`src/rtl/mod_phase_mapper.sv`:
```
// Streaming BPSK/QPSK bit-to-phase mapper with cyclic offset.
// One-symbol output register behind a valid/ready handshake.
module mod_phase_mapper #(
  parameter int CYC_DIV = 24,
  parameter int CW      = $clog2(CYC_DIV)
) (
  input  logic          i_clk,
  input  logic          i_rst,
  input  logic          i_bit,
  input  logic          i_valid,
  output logic          o_ready,
  input  logic          i_last,
  input  logic          i_mode,
  input  logic [CW-1:0] i_cyc_offset,
  output logic [CW-1:0] o_cyc_part,
  output logic          o_valid,
  input  logic          i_ready,
  output logic          o_last,
  output logic          o_pad
);

  typedef enum logic {
    EMPTY = 1'b0,
    HALF  = 1'b1
  } state_t;

  localparam logic [CW:0] DW = (CW+1)'(CYC_DIV);
  localparam logic [CW:0] M1 = (CW+1)'(CYC_DIV / 8);
  localparam logic [CW:0] M3 = (CW+1)'(3 * CYC_DIV / 8);
  localparam logic [CW:0] M5 = (CW+1)'(5 * CYC_DIV / 8);
  localparam logic [CW:0] M7 = (CW+1)'(7 * CYC_DIV / 8);

  state_t        state_q;
  logic          b0_q;
  logic [CW-1:0] off_q;

  logic          valid_q;
  logic [CW-1:0] cyc_q;
  logic          last_q;
  logic          pad_q;

  logic          in_xfer;
  logic          complete;
  logic          sym_q;
  logic          sym_b0;
  logic          sym_b1;
  logic          sym_pad;
  logic [CW-1:0] sym_off;
  logic [CW:0]   map;
  logic [CW:0]   sum;
  logic [CW-1:0] cyc_d;

  assign o_ready = !valid_q || i_ready;
  assign in_xfer = i_valid && o_ready;

  always_comb begin
    sym_q    = i_mode;
    sym_b0   = i_bit;
    sym_b1   = 1'b0;
    sym_off  = i_cyc_offset;
    sym_pad  = 1'b0;
    complete = 1'b0;
    if (state_q == HALF) begin
      sym_q    = 1'b1;
      sym_b0   = b0_q;
      sym_b1   = i_bit;
      sym_off  = off_q;
      complete = in_xfer;
    end else begin
      complete = in_xfer && (!i_mode || i_last);
      sym_pad  = i_mode && i_last;
    end
  end

  // Gray-ordered QPSK constellation; BPSK uses the 00/11 points
  always_comb begin
    map = M1;
    unique case (1'b1)
      !sym_q:                        map = sym_b0 ? M5 : M1;
      sym_q && !sym_b0 && !sym_b1:   map = M1;
      sym_q && !sym_b0 &&  sym_b1:   map = M3;
      sym_q &&  sym_b0 &&  sym_b1:   map = M5;
      sym_q &&  sym_b0 && !sym_b1:   map = M7;
      default:                       map = M1;
    endcase
  end

  assign sum   = map + {1'b0, sym_off};
  assign cyc_d = (sum >= DW) ? CW'(sum - DW) : CW'(sum);

  always_ff @(posedge i_clk) begin
    if (i_rst) begin
      state_q <= EMPTY;
      b0_q    <= 1'b0;
      off_q   <= '0;
    end else if (in_xfer) begin
      if (state_q == EMPTY) begin
        if (i_mode && !i_last) begin
          state_q <= HALF;
          b0_q    <= i_bit;
          off_q   <= i_cyc_offset;
        end
      end else begin
        state_q <= EMPTY;
      end
    end
  end

  always_ff @(posedge i_clk) begin
    if (i_rst) begin
      valid_q <= 1'b0;
      cyc_q   <= '0;
      last_q  <= 1'b0;
      pad_q   <= 1'b0;
    end else if (complete) begin
      valid_q <= 1'b1;
      cyc_q   <= cyc_d;
      last_q  <= i_last;
      pad_q   <= sym_pad;
    end else if (valid_q && i_ready) begin
      valid_q <= 1'b0;
    end
  end

  assign o_valid    = valid_q;
  assign o_cyc_part = cyc_q;
  assign o_last     = last_q;
  assign o_pad      = pad_q;

endmodule

```
`config.mk`:
```
export PLATFORM = sky130hd
export DESIGN_NAME = mod_phase_mapper
export DESIGN_NICKNAME = d
export VERILOG_FILES = /design/src/rtl/mod_phase_mapper.sv
export SDC_FILE = /design/constraint.sdc
export NUM_CORES = 1
export LEC_CHECK = 0
export CORE_AREA = 2 2 45 47
export CTS_BUF_LIST = sky130_fd_sc_hd__clkbuf_4
export DETAILED_ROUTE_END_ITERATION = 8
export DIE_AREA = 0 0 47 49
export PLACE_DENSITY = 0.8
export SYNTH_ARGS = -nofsm -noshare
export SYNTH_HDL_FRONTEND = slang
export SYNTH_SLANG_ARGS = --single-unit
```
`constraint.sdc`:
```
create_clock -name i_clk -period 2.7 [get_ports i_clk]
set_input_delay 0.675 -clock i_clk [delete_from_list [all_inputs] [get_ports i_clk]]
set_output_delay 0.675 -clock i_clk [all_outputs]
set_load 0.005 [all_outputs]
```
==> metrics.md <==
| Metric | Value |
|---|---|
| Via count | `just under 800` |
| R2R depth | `11` |
| Placed cell area | `between 1000 and 1500 um^2` |
| Top post-synthesis cells by area | `dfxtp_1 (35%), mux2i_1 (7.1%), a21oi_1 (5.9%)` |
| ANT cells | `0` |
| Final net count | `about 140` |
| Period minus WS final | `~2500 ps` |
| Port bufs | `20` |
| Most used DFF post-synth | `dfxtp_1` |
| Final Max Tran Viols | `0` |
| Register area share after synthesis | `0.354` |
| Worst Path Max Fanout | `3` |
| CTS sink count | `15` |
| Sequential Power Share | `0.420` |
| Element type at the critical path start | `input port` |
| Final hold violation count | `0` |
| Core Region | `~1800 um^2` |
| NetSw | `0.178 mW` |
| First-pass GRT wire length | `~3.2 mm` |
| Remaining Overflow, GRT | `0` |
| Worst r2r dst | `o_cyc_part[3]$_SDFFE_PP0P_` |
| Critical Path AT | `approximately 2700 ps` |
| Number of DRC markers in iteration 0 | `15` |
| Clk Latency, worst-skew pair | `~280 ps` |
| P&R area growth vs syn | `43.7%` |
| Worst-margin pin slew | `roughly 720 ps` |
| Wirelength per Cell | `between 10 and 15 um` |
| DP HPWL | `1.43 mm` |
| Kind of end point of the critical path | `flip-flop` |
| Cell taking the most area after synthesis | `dfxtp_1` |
| Post-Syn Area | `around 850 um^2` |
| Max Clock Freq | `~390 MHz` |
| Post-Layout Cell Count | `152` |
| Switching Fraction | `0.302` |
| Synth warn | `0` |
| Fin area | `1220 um^2` |
| Outcome | `completed` |
| Number of synthesized flops with an enable pin | `0` |
| Critical path type | `input port to flip-flop` |
| Final Setup Violations | `0` |
| Synth Register Bits | `15` |
| Die area | `2300 um^2` |
| Distinct cells, synth | `32` |
| CTS H-tree lvls | `1` |
| Setup_tns | `0 ps` |
| Cells after Synth | `94` |
| CTS tree | `built` |
| CTS Hold Buffers Added | `0` |
| GP Congestion | `~0.8` |
| Async set-reset flop share out of synthesis | `0` |
| FP Rows | `16` |
| Placed cells | `about 150` |
| Post-route ant nets | `0` |
| Share of cells above drive strength 1 | `0.248` |
| First-pass iteration count of the detailed router | `4` |
| Max-Slew Margin vs Limit | `0.515` |
| Period Utilization, post-route | `0.938` |
| Max Cap Viol | `0` |
| HP Class | `flip-flop to flip-flop` |
| Worst hold margin | `around 470 ps` |
| Global-route usage over all layers | `0.187` |
| Critical Path RT | `just under 3000 ps` |
| Clock Power Share | `0.219` |
| Deepest clock path buffer count | `2` |
| Synthesized Nets | `111` |
| WHS Path Cells | `2` |
| Comb power frac | `0.361` |
| RSZ-0062 raised after global routing | `false` |
| Min setup slack post-route | `approximately 170 ps` |
| Die X | `47 um` |
| CTS root buffer | `clkbuf_4` |
| Starting density of the core | `0.461` |
| Most frequent cell after synthesis | `dfxtp_1` |
| Initial antenna violation count | `0` |
| Largest net degree at the start of global routing | `17` |
| Post-synth top area share | `0.354` |
| Int Power | `0.412 mW` |
| Reg-to-reg startpoint | `state_q$_SDFFE_PP0P_` |
| Vias per Instance | `about 5.2` |
| Vias in the first global route | `just over 800` |
| Worst reg2reg setup slack | `about 230 ps` |
| Hold path start | `o_cyc_part[0]$_SDFFE_PP0P_` |
| Design Power | `0.590 mW` |
| Setup WS pre-CTS | `-354 ps` |
| Final Util | `0.662` |
| Detailed Route WL | `between 1.5 and 2 mm` |
| LEAKAGE | `between 0.5 and 0.6 nW` |
| Final setup skew | `around 5.0 ps` |
| Power density cells | `484 nW/um^2` |
| Die height | `approximately 50 um` |
| Synth Area per Inst | `9.02 um^2` |
| Io pins | `21` |
| Remaining DRCs | `0` |
| Hold endpoint | `o_cyc_part[0]$_SDFFE_PP0P_` |
| Post-synth top cells | `dfxtp_1 (15), a21oi_1 (10), nor2_1 (10)` |
| Number of buffers created by CTS | `3` |
| Clk pin slew, worst setup/hold paths | `~100 ps` |
| VDD IR max | `approximately 0.32 mV` |
cell usage in the layout, fill, tap and decap left out, drive strengths merged, types with 3 or more instances in the layout:
cell type,instances
nand2,9
mux2,4
a21oi,10
dfxtp,15
inv,3
a211oi,3
nor2,10
xnor2,3
clkdlybuf4s50,18
ha,4
clkbuf,3
mux2i,7
buf,10
o21ai,5
how the worst max path moves through the flow:
stage	startpoint	to	slack (ps)
4_1_cts	i_bit	o_cyc_part[4]$_SDFFE_PP0P_	20
3_3_place_gp	i_bit	o_cyc_part[4]$_SDFFE_PP0P_	-280
3_5_place_dp	i_bit	o_cyc_part[4]$_SDFFE_PP0P_	-350
5_1_grt	i_cyc_offset[2]	o_cyc_part[3]$_SDFFE_PP0P_	40
2_1_floorplan	i_bit	o_cyc_part[4]$_SDFFE_PP0P_	210
6_report	i_cyc_offset[2]	o_cyc_part[3]$_SDFFE_PP0P_	170
what timing repair did:
item	CTS	global route
setup endpoints to repair	2	2
gates resized for setup	3	12
buffers inserted	0	0
pin swaps	0	4
state kept, by name, summed over array words and instances, names as in the netlist:
signal,cells
state_q,1
off_q,5
o_valid,1
o_cyc_part,5
b0_q,1
o_pad,1
o_last,1
power by group through the flow:
| stage | sequential, mW | clock (mW) | combinational (mW) |
|---|---|---|---|
| after CTS | 0.247 | 0.133 | 0.199 |
| after floorplan | 0.250 | 0 | 0.110 |
| after detailed placement | 0.252 | 0 | 0.193 |
| after global placement | 0.252 | 0 | 0.188 |
| after global routing | 0.250 | 0.141 | 0.232 |
| final | 0.247 | 0.129 | 0.213 |
layout make-up:
class	count	area, um^2
clock buffers	3	22.5
well taps	27	33.8
inverters	3	11.3
clock inverters	1	5.00
fillers	150	623
multi-input cells	73	566
repair buffers	30	280
flip-flops and latches	15	300
logic make-up (layout without fill, tap and decap cells):
kind of cell	Yosys count	in the layout	share of synthesized area
xor+xnor	4	4	0.0413
buf+inv	6	37	0.0354
fa+ha+maj	5	5	0.0826
flops	15	15	0.354
simple gates	27	27	0.145
mux	11	11	0.140
compound gates	26	26	0.202
routing by layer:
metal | vias up | global-route usage | routed length (um)
met1 | 370 | 0.235 | 809
met4 | 0 | 0.0648 | 19
met5 | - | 0 | 0
met2 | 19 | 0.308 | 971
li1 | 400 | - | -
met3 | 4 | 0.0370 | 75
critical path, stage by stage:
cell and delay [ps]:
clkdlybuf4s50_1 410, mux2_2 300, ha_4 250, a21o_1 180, o21bai_2 210, xnor2_2 190, buf_4 140, a21oi_1 30
o41ai_1 330
Power figures use the tool's default switching activity.
